<file path="src/rtl/storage_req_bridge.sv">
// Bridges the vector core req/gnt/rvalid memory port onto storage_controller's level-held
// memory_access/out_valid handshake, with an in-order request FIFO, timeout and programming-mode blocking.
module storage_req_bridge #(
  parameter int MEM_W          = 32,
  parameter int FIFO_DEPTH     = 4,
  parameter int TIMEOUT_CYCLES = 1024
) (
  input  logic               clk,
  input  logic               rst,
  input  logic               mem_req_i,
  output logic               mem_gnt_o,
  input  logic [31:0]        mem_addr_i,
  input  logic               mem_we_i,
  input  logic [MEM_W/8-1:0] mem_be_i,
  input  logic [MEM_W-1:0]   mem_wdata_i,
  output logic               mem_rvalid_o,
  output logic               mem_err_o,
  output logic [MEM_W-1:0]   mem_rdata_o,
  input  logic               programming_mode_i,
  output logic               memory_access_o,
  output logic               memory_is_writing_o,
  output logic [31:0]        addr_o,
  output logic [MEM_W-1:0]   d_in_o,
  output logic [MEM_W/8-1:0] mem_be_o,
  input  logic [MEM_W-1:0]   d_out_i,
  input  logic               out_valid_i,
  output logic               busy_o,
  output logic               timeout_o
);

  localparam int BE_W = MEM_W / 8;
  localparam int AW   = $clog2(FIFO_DEPTH);
  localparam int CW   = $clog2(TIMEOUT_CYCLES);
  localparam logic [CW-1:0] CNT_LAST = CW'(TIMEOUT_CYCLES - 1);

  typedef enum logic [1:0] {IDLE, ISSUE, GAP, PROG} state_t;

  typedef struct packed {
    logic [31:0]      addr;
    logic [MEM_W-1:0] wdata;
    logic [BE_W-1:0]  be;
    logic             we;
  } req_t;

  state_t          state_q, state_d;
  req_t            fifo_mem [FIFO_DEPTH];
  logic [AW:0]     wr_ptr, rd_ptr;
  logic [CW-1:0]   cnt_q;
  req_t            incoming, head, load_src;
  logic            fifo_empty, fifo_full, push, bypass, fifo_wr;
  logic            pop, load, resp_v, resp_err, set_timeout;
  logic [MEM_W-1:0] resp_data;

  assign incoming   = '{addr: mem_addr_i, wdata: mem_wdata_i, be: mem_be_i, we: mem_we_i};
  assign head       = fifo_mem[rd_ptr[AW-1:0]];
  assign fifo_empty = (wr_ptr == rd_ptr);
  assign fifo_full  = (wr_ptr[AW] != rd_ptr[AW]) && (wr_ptr[AW-1:0] == rd_ptr[AW-1:0]);

  assign mem_gnt_o = mem_req_i & ~fifo_full & ~programming_mode_i;
  assign push      = mem_req_i & mem_gnt_o;
  // A request arriving into an empty FIFO while idle skips the FIFO to meet one-cycle issue latency.
  assign bypass    = push & fifo_empty & (state_q == IDLE);
  assign fifo_wr   = push & ~bypass;
  assign load_src  = fifo_empty ? incoming : head;

  assign memory_access_o = (state_q == ISSUE);
  assign busy_o          = ~fifo_empty | (state_q == ISSUE) | (state_q == GAP);

  always_comb begin
    state_d     = state_q;
    pop         = 1'b0;
    load        = 1'b0;
    resp_v      = 1'b0;
    resp_err    = 1'b0;
    resp_data   = '0;
    set_timeout = 1'b0;
    case (state_q)
      IDLE: begin
        if (programming_mode_i) begin
          state_d = PROG;
        end else if (!fifo_empty) begin
          pop     = 1'b1;
          load    = 1'b1;
          state_d = ISSUE;
        end else if (bypass) begin
          load    = 1'b1;
          state_d = ISSUE;
        end
      end
      ISSUE: begin
        if (out_valid_i) begin
          resp_v    = 1'b1;
          resp_data = memory_is_writing_o ? '0 : d_out_i;
          state_d   = GAP;
        end else if (programming_mode_i) begin
          resp_v   = 1'b1;
          resp_err = 1'b1;
          state_d  = PROG;
        end else if (cnt_q == CNT_LAST) begin
          resp_v      = 1'b1;
          resp_err    = 1'b1;
          set_timeout = 1'b1;
          state_d     = GAP;
        end
      end
      GAP: state_d = IDLE;
      PROG: begin
        // Drain queued requests with error responses while the controller is being programmed.
        if (!programming_mode_i) begin
          state_d = IDLE;
        end else if (!fifo_empty) begin
          pop      = 1'b1;
          resp_v   = 1'b1;
          resp_err = 1'b1;
        end
      end
      default: state_d = IDLE;
    endcase
  end

  always_ff @(posedge clk) begin
    if (fifo_wr) fifo_mem[wr_ptr[AW-1:0]] <= incoming;
  end

  always_ff @(posedge clk or posedge rst) begin
    if (rst) begin
      state_q             <= IDLE;
      wr_ptr              <= '0;
      rd_ptr              <= '0;
      cnt_q               <= '0;
      addr_o              <= '0;
      d_in_o              <= '0;
      mem_be_o            <= '0;
      memory_is_writing_o <= 1'b0;
      mem_rvalid_o        <= 1'b0;
      mem_err_o           <= 1'b0;
      mem_rdata_o         <= '0;
      timeout_o           <= 1'b0;
    end else begin
      state_q <= state_d;
      if (fifo_wr) wr_ptr <= wr_ptr + (AW+1)'(1);
      if (pop)     rd_ptr <= rd_ptr + (AW+1)'(1);
      cnt_q <= (state_q == ISSUE && state_d == ISSUE) ? cnt_q + CW'(1) : '0;
      if (load) begin
        addr_o              <= load_src.addr;
        d_in_o              <= load_src.wdata;
        mem_be_o            <= load_src.be;
        memory_is_writing_o <= load_src.we;
      end
      mem_rvalid_o <= resp_v;
      mem_err_o    <= resp_err;
      mem_rdata_o  <= resp_data;
      if (set_timeout) timeout_o <= 1'b1;
    end
  end

endmodule

</file>
<file path="config.mk">
export PLATFORM = sky130hd
export DESIGN_NAME = storage_req_bridge
export DESIGN_NICKNAME = d
export VERILOG_FILES = /design/src/rtl/storage_req_bridge.sv
export SDC_FILE = /design/constraint.sdc
export NUM_CORES = 1
export LEC_CHECK = 0
export CAP_MARGIN = 20
export CORE_MARGIN = 2
export CORE_UTILIZATION = 54
export DETAILED_ROUTE_END_ITERATION = 8
export MAX_ROUTING_LAYER = met4
export PLACE_DENSITY_LB_ADDON = 0.25
export SETUP_SLACK_MARGIN = 0.15
export SLEW_MARGIN = 25
export SYNTH_ARGS = -nofsm -noshare
export SYNTH_HDL_FRONTEND = slang
export SYNTH_SLANG_ARGS = --single-unit
</file>
<file path="constraint.sdc">
create_clock -name clk -period 10.5 [get_ports clk]
set_clock_uncertainty 0.1 [all_clocks]
set_input_delay 1.05 -clock clk [delete_from_list [all_inputs] [get_ports clk]]
set_output_delay 1.05 -clock clk [all_outputs]
set_load 0.01 [all_outputs]
</file>
==> flow_metrics.py, run 1 <==
metrics = {
    "run_status": {
        "status": "completed",
    },
    "place": {
        "gp_congestion": 0.7821,
        "pre_cts_slack_ns": 6.607,
        "io_buffers": 212,
        "place_hpwl_microns": 18580,
    },
    "worst_setup_path": {
        "crit_path_end_kind": "primary output",
        "required_ns": 9.35,
        "rr_worst_depth": 5,
        "critical_path_class": "reg -> out",
        "cp.arrival_ns": 3.12,
        "crit_chain": "xnor2_4 -> nand3_4 -> or3_1 -> clkdlybuf4s50_1",
        "startpoint_type": "flip-flop",
        "worst-path-stages": 4,
        "crit_family": "simple AND/OR/NAND/NOR gates",
        "r2r-start": "rd_ptr[0]",
        "path_max_fanout": 30,
        "timing.rr.end": "rd_ptr[1]",
        "slowest_delay_ns": 0.70,
        "worst-path-buf-inv": 1,
        "critPathSlowestCell": "dfrtp_4",
        "reg2reg_slack_ns": 7.33,
    },
    "power_and_ir_drop": {
        "power-per-cell-area_mw_per_mm2": 279.6,
        "peakVddDrop_mv": 0.1776,
        "leakage_nw": 7.209,
    },
    "floorplanning": {
        "die_y_microns": 173.5,
        "io_pins": 213,
        "fp.dieW_microns": 173.5,
        "die_area_sq_mm": 0.03011,
        "row_count": 62,
        "initial_core_util_pct": 54.50,
        "core_sq_mm": 0.02847,
    },
    "sta": {
        "finalWorstPathRequiredPeriod_ns": 4.275,
        "fin_crit_sh_pct": 40.71,
        "fmax_ghz": 0.2339,
        "finalSetupViolations": 0,
        "slew_headroom_pct": 31.02,
        "tns_ns": 0,
        "rsz0062_at_grt": "no",
        "slew_viol_final": 0,
        "fin_ws_ns": 6.225,
        "final_hold_viol_count": 0,
        "worst_slew_pin_slew_ns": 1.035,
    },
    "logic_synthesis": {
        "synthesis.area_sq_mm": 0.01552,
        "yosys_warnings": 0,
        "ys_async_sr_fraction_pct": 30.65,
        "synth-seq-area-share_pct": 73.09,
        "syn_nets": 976,
        "synth_edf_count": 276,
        "synth_top_area_share_pct": 53.42,
        "postSynthAreaPerCell_sq_um": 18.04,
        "ys.flop_type": "edfxtp_1",
        "netlist.top_cell.by_area": "edfxtp_1",
        "synthCells": 860,
        "synthTopCellsByArea": "edfxtp_1 (53%), dfrtp_1 (20%), mux4_2 (10%)",
        "synth_seq_cells": 398,
        "synth_cell_types": 44,
    },
    "hold_path": {
        "hp-start": "timeout_o",
        "holdPathStages": 1,
        "hp-class": "reg -> reg",
        "min_to": "timeout_o",
    },
    "clock_tree": {
        "post_cts_buffers": 0,
        "path_clk_slew_ns": 0.06,
        "clock_path_buffers": 3,
        "numCtsBuffers": 39,
        "h-tree-depth": 2,
        "clock-root-buffer": "clkbuf_16",
        "cts_resized": 0,
        "hold_buffers": 0,
        "insertion_delay_ns": 0.53,
        "cts_tree": "done",
        "numClockSinks": 398,
    },
    "grt": {
        "grt_max_degree": 79,
        "grt_overflow": 0,
        "antenna_found_initial": 1,
        "grt_pass1_wl_microns": 49660,
        "grt_pass1_vias": 8577,
        "grt_usage_pct": 22.10,
    },
    "drt": {
        "vias": 8127,
        "drtIter0Drc": 611,
        "ant_nets": 0,
        "wire_per_inst_microns": 21.02,
        "routed_wl_microns": 31380,
        "firstDrtPassIters": 4,
        "drc": 0,
        "viasPerCell": 5.443,
    },
    "finish": {
        "synthToLayoutAreaGrowth_pct": 25.22,
        "layout.nets": 1194,
        "layout-drive-gt1-share_pct": 15.16,
        "nFillCells": 1921,
    },
    "job": {
        "maxCapViolations": 0,
    },
}
## power breakdown
part | switching, W | total (W) | internal (W)
sequential | 0.000165 | 0.00216 | 0.00199
clock | 0.000584 | 0.00150 | 0.000911
combinational | 0.000896 | 0.00178 | 0.000885
total | 0.00164 | 0.00543 | 0.00379
## synth_stat cells (2+ instances only)
master and number:
edfxtp_1 276, dfrtp_1 122, a21oi_1 74, nor2_1 73, mux2i_1 69, mux4_2 69, and2_1 34, buf_2 21
buf_4 12, ha_1 10, inv_1 10, xnor2_1 10, a211oi_2 9, clkbuf_1 9, nand2_1 9, nand3_1 6
and3_1 5, xor2_1 4, buf_1 3, nor3_1 3, o21ai_0 3, o21ai_1 3, nand4_1 2, nor2b_1 2
o32a_1 2, xnor2_4 2
## final cells by class
type / instances / area, sq um / area share, %
Antenna cell: 1 / 2.502 / 0.01288
Clock buffer: 43 / 1033 / 5.319
Clock inverter: 28 / 351.6 / 1.810
Inverter: 10 / 42.54 / 0.2190
Multi-Input combinational cell: 406 / 3925 / 20.20
Sequential cell: 398 / 11350 / 58.41
Tap cell: 384 / 480.5 / 2.473
Timing Repair Buffer: 223 / 2245 / 11.55
## flip-flops by register name (all words and copies together) (netlist names)
register and count:
rd_ptr 3, cnt_q 10, mem_err_o 1, mem_be_o 4
mem_rvalid_o 1, addr_o 32, fifo_mem 276, memory_is_writing_o 1
timeout_o 1, wr_ptr 3, state_q 2, mem_rdata_o 32
d_in_o 32
## routing by layer
layer  track usage [%]  share of wire [%]  vias to the layer above
met4             5.438                1.8                        0
met5                 -                  0                        -
met1             29.30                 42                     4085
met3             3.838                5.7                       39
met2             36.20                 50                      267
li1                  -                  -                     3736
## cell usage in the layout (no fill, tap or decap), types with 10 or more instances in the layout
cell type and count:
clkdlybuf4s50_1 212, clkbuf_16 41, mux2i_1 69, dfrtp_1 120
and2_1 34, nor2_1 73, xnor2_1 10, ha_1 10
mux4_2 69, clkinv_2 12, a21oi_1 74, edfxtp_1 276
## worst max-delay path by stage
stage | start | end
after global placement | programming_mode_i | fifo_mem[1][7]
final | rd_ptr[0] | busy_o
after detailed placement | programming_mode_i | fifo_mem[1][5]
after floorplan | rst | addr_o[0]
after global routing | rd_ptr[0] | busy_o
after CTS | rd_ptr[0] | busy_o
## through the flow
stage | std cells | total power (W) | hold slack, ns | utilization [%] | cell area (sq um)
after floorplan | 860 | 0.003332 | 0.3728 | - | 15520
after global placement | 1419 | 0.003946 | 0.3679 | 63.18 | 17990
after detailed placement | 1421 | 0.003985 | 0.3712 | 63.34 | 18030
after CTS | 1492 | 0.005498 | 0.3895 | 68.21 | 19420
after global routing | 1493 | 0.005708 | 0.4283 | 68.24 | 19430
final | 1493 | 0.005433 | 0.3868 | 68.24 | 19430
## kinds of logic after synthesis
family	Yosys count	synth area share (%)
and+or+nand+nor	140	4.322
adders and majority gates	10	0.8064
AOI/OAI and AO/OA	101	4.234
buffers and inverters	56	1.863
DFF	398	73.09
muxes	139	14.54
xor gates and xnor gates	16	1.145
## worst reg2reg max path, delay by kind of cell, from the launching register on
| kind | cells | cell delay (ns) |
|---|---|---|
| xor+xnor | 1 | 0.19 |
| buf+inv | 1 | 0.85 |
| flops | 1 | 0.78 |
| mux | 1 | 0.38 |
| simple gates | 2 | 0.75 |
(Power assumes the default switching activity.)
==> run 2: changes to the inputs <==
CORE_UTILIZATION = 49   (was 54)
clock period = 3.81 ns   (was 10.5 ns; I/O delays follow)
==> run 2 against run 1 <==
Net effect: via count is 2.5% higher; non-clock buffer count grew 5; wire length rose by 1.4%; clock-buffer cell count grew 7; clock power rose to 2.7 times the previous value; hold slack worse by 0.20 ns; first-iteration DRC count fell by 10%; largest power group unchanged; sequential share of layout area fell by 0.36 points; combinational power rose to 2.8 times the previous value; power increased to 2.7 times the previous value.
==> flow_metrics.py, run 2 (synthesis results as in run 1) <==
metrics = {
    "place": {
        "io_buffers": 212,
        "dpl.cell_count": 1444,
        "place_hpwl_microns": 18410,
        "pre_cts_slack_ns": 1.023,
        "gp_congestion": 0.7493,
        "place_area_sq_mm": 0.01820,
    },
    "drt": {
        "drc": 0,
        "ant_nets": 0,
        "drtIter0Drc": 547,
        "vias": 8333,
        "firstDrtPassIters": 5,
        "viasPerCell": 5.486,
        "wire_per_inst_microns": 20.95,
        "routed_wl_microns": 31820,
    },
    "floorplanning": {
        "initial_core_util_pct": 49.43,
        "fp.dieW_microns": 182.0,
        "core_sq_mm": 0.03139,
        "row_count": 65,
        "die_y_microns": 182.0,
        "io_pins": 213,
        "die_area_sq_mm": 0.03311,
    },
    "clock_tree": {
        "path_clk_slew_ns": 0.06,
        "hold_buffers": 0,
        "clock-root-buffer": "clkbuf_16",
        "insertion_delay_ns": 0.53,
        "cts_resized": 0,
        "numClockSinks": 398,
        "numCtsBuffers": 40,
        "clock_path_buffers": 3,
        "post_cts_buffers": 0,
        "h-tree-depth": 2,
        "cts_tree": "done",
    },
    "finish": {
        "synthToLayoutAreaGrowth_pct": 26.00,
        "largest_reg_flops": 276,
        "final_common_cell": "edfxtp_1",
        "fin_cells": 1519,
        "multi_input_area_sq_mm": 0.003925,
        "layout-drive-gt1-share_pct": 15.59,
        "final_area_sq_mm": 0.01955,
        "nFillCells": 2279,
        "layout.nets": 1200,
        "final_cell_mix": "edfxtp_1 (276), clkdlybuf4s50_1 (212), dfrtp_1 (120), a21oi_1 (74), nor2_1 (73)",
        "regArea_sq_mm": 0.01135,
    },
    "sta": {
        "fin_crit_sh_pct": 76.38,
        "finalSetupViolations": 0,
        "worst_slew_pin_slew_ns": 0.9501,
        "rsz0062_at_grt": "no",
        "slew_viol_final": 0,
        "fmax_ghz": 0.3436,
        "fin_ws_ns": 0.8999,
        "final_hold_viol_count": 0,
        "tns_ns": 0,
        "slew_headroom_pct": 36.66,
        "finalWorstPathRequiredPeriod_ns": 2.910,
    },
    "grt": {
        "antenna_found_initial": 1,
        "grt_overflow": 0,
        "grt_pass1_wl_microns": 49960,
        "grt_max_degree": 139,
        "grt_pass1_vias": 8637,
        "grt_usage_pct": 20.20,
    },
    "power_and_ir_drop": {
        "power-per-cell-area_mw_per_mm2": 761.5,
        "leakage_nw": 7.240,
        "peakVddDrop_mv": 0.8007,
    },
    "worst_setup_path": {
        "startpoint_type": "flip-flop",
        "critical_path_class": "reg -> out",
        "crit_path_end_kind": "primary output",
        "cp.arrival_ns": 2.43,
        "path_max_fanout": 3,
        "required_ns": 3.33,
    },
    "run_status": {
        "status": "completed",
    },
    "hold_path": {
        "hp-class": "in -> async",
    },
    "job": {
        "maxCapViolations": 0,
    },
}
-- run 2: final timing paths --
| check | startpoint | endpoint | slack (ns) | cells after the start |
|---|---|---|---|---|
| max in group asynchronous | rst | mem_be_o[3] | 2.66 | 3 |
| worst max-delay path | rd_ptr[2] | busy_o | 0.90 | 4 |
| worst min register to register | timeout_o | timeout_o | 0.37 | 1 |
| worst min-delay path | rst | mem_rdata_o[4] | 0.19 | 2 |
| worst max register to register | state_q[0] | fifo_mem[2][46] | 1.23 | 5 |
| min in group clk | d_out_i[23] | mem_rdata_o[23] | 0.31 | 2 |
-- run 2: critical path, cell delays in order (launching register included) --
cell and delay, ns:
dfrtp_1 0.43, xnor2_1 0.47, nand3_4 0.15, or3_1 0.36
clkdlybuf4s50_1 0.50
-- run 2: cell type report --
| cell class | count | share of cell area [%] |
|---|---|---|
| antenna | 1 | 0.01280 |
| tap | 402 | 2.573 |
| clock buffer | 50 | 5.728 |
| inverter | 10 | 0.2112 |
| sequential | 398 | 58.05 |
| clock inverter | 24 | 1.178 |
| timing repair buffer | 228 | 12.17 |
| multi-input combinational | 406 | 20.08 |
-- run 2: per-stage QoR --
stage          utilization (%)  hold slack (ns)  total power [W]
2_1_floorplan                -           0.3728         0.009184
3_3_place_gp             57.97           0.3688          0.01096
3_5_place_dp             57.97           0.3632          0.01106
4_1_cts                  62.27           0.1924          0.01509
5_1_grt                  62.28           0.2189          0.01569
6_report                 62.28           0.1851          0.01489
-- run 2: where the power goes --
group          switching, W  internal (W)  total (W)
registers          0.000426       0.00549    0.00591
clock network       0.00163       0.00236    0.00399
logic               0.00249       0.00249    0.00498
-- run 2: metal layers --
metal / vias to the layer above / GRT usage (%) / part of all wire [%]
met5: - / - / 0
met4: 0 / 4.129 / 1.2
li1: 3754 / - / -
met1: 4291 / 27.82 / 43
met2: 251 / 31.66 / 49
met3: 37 / 4.292 / 6.3
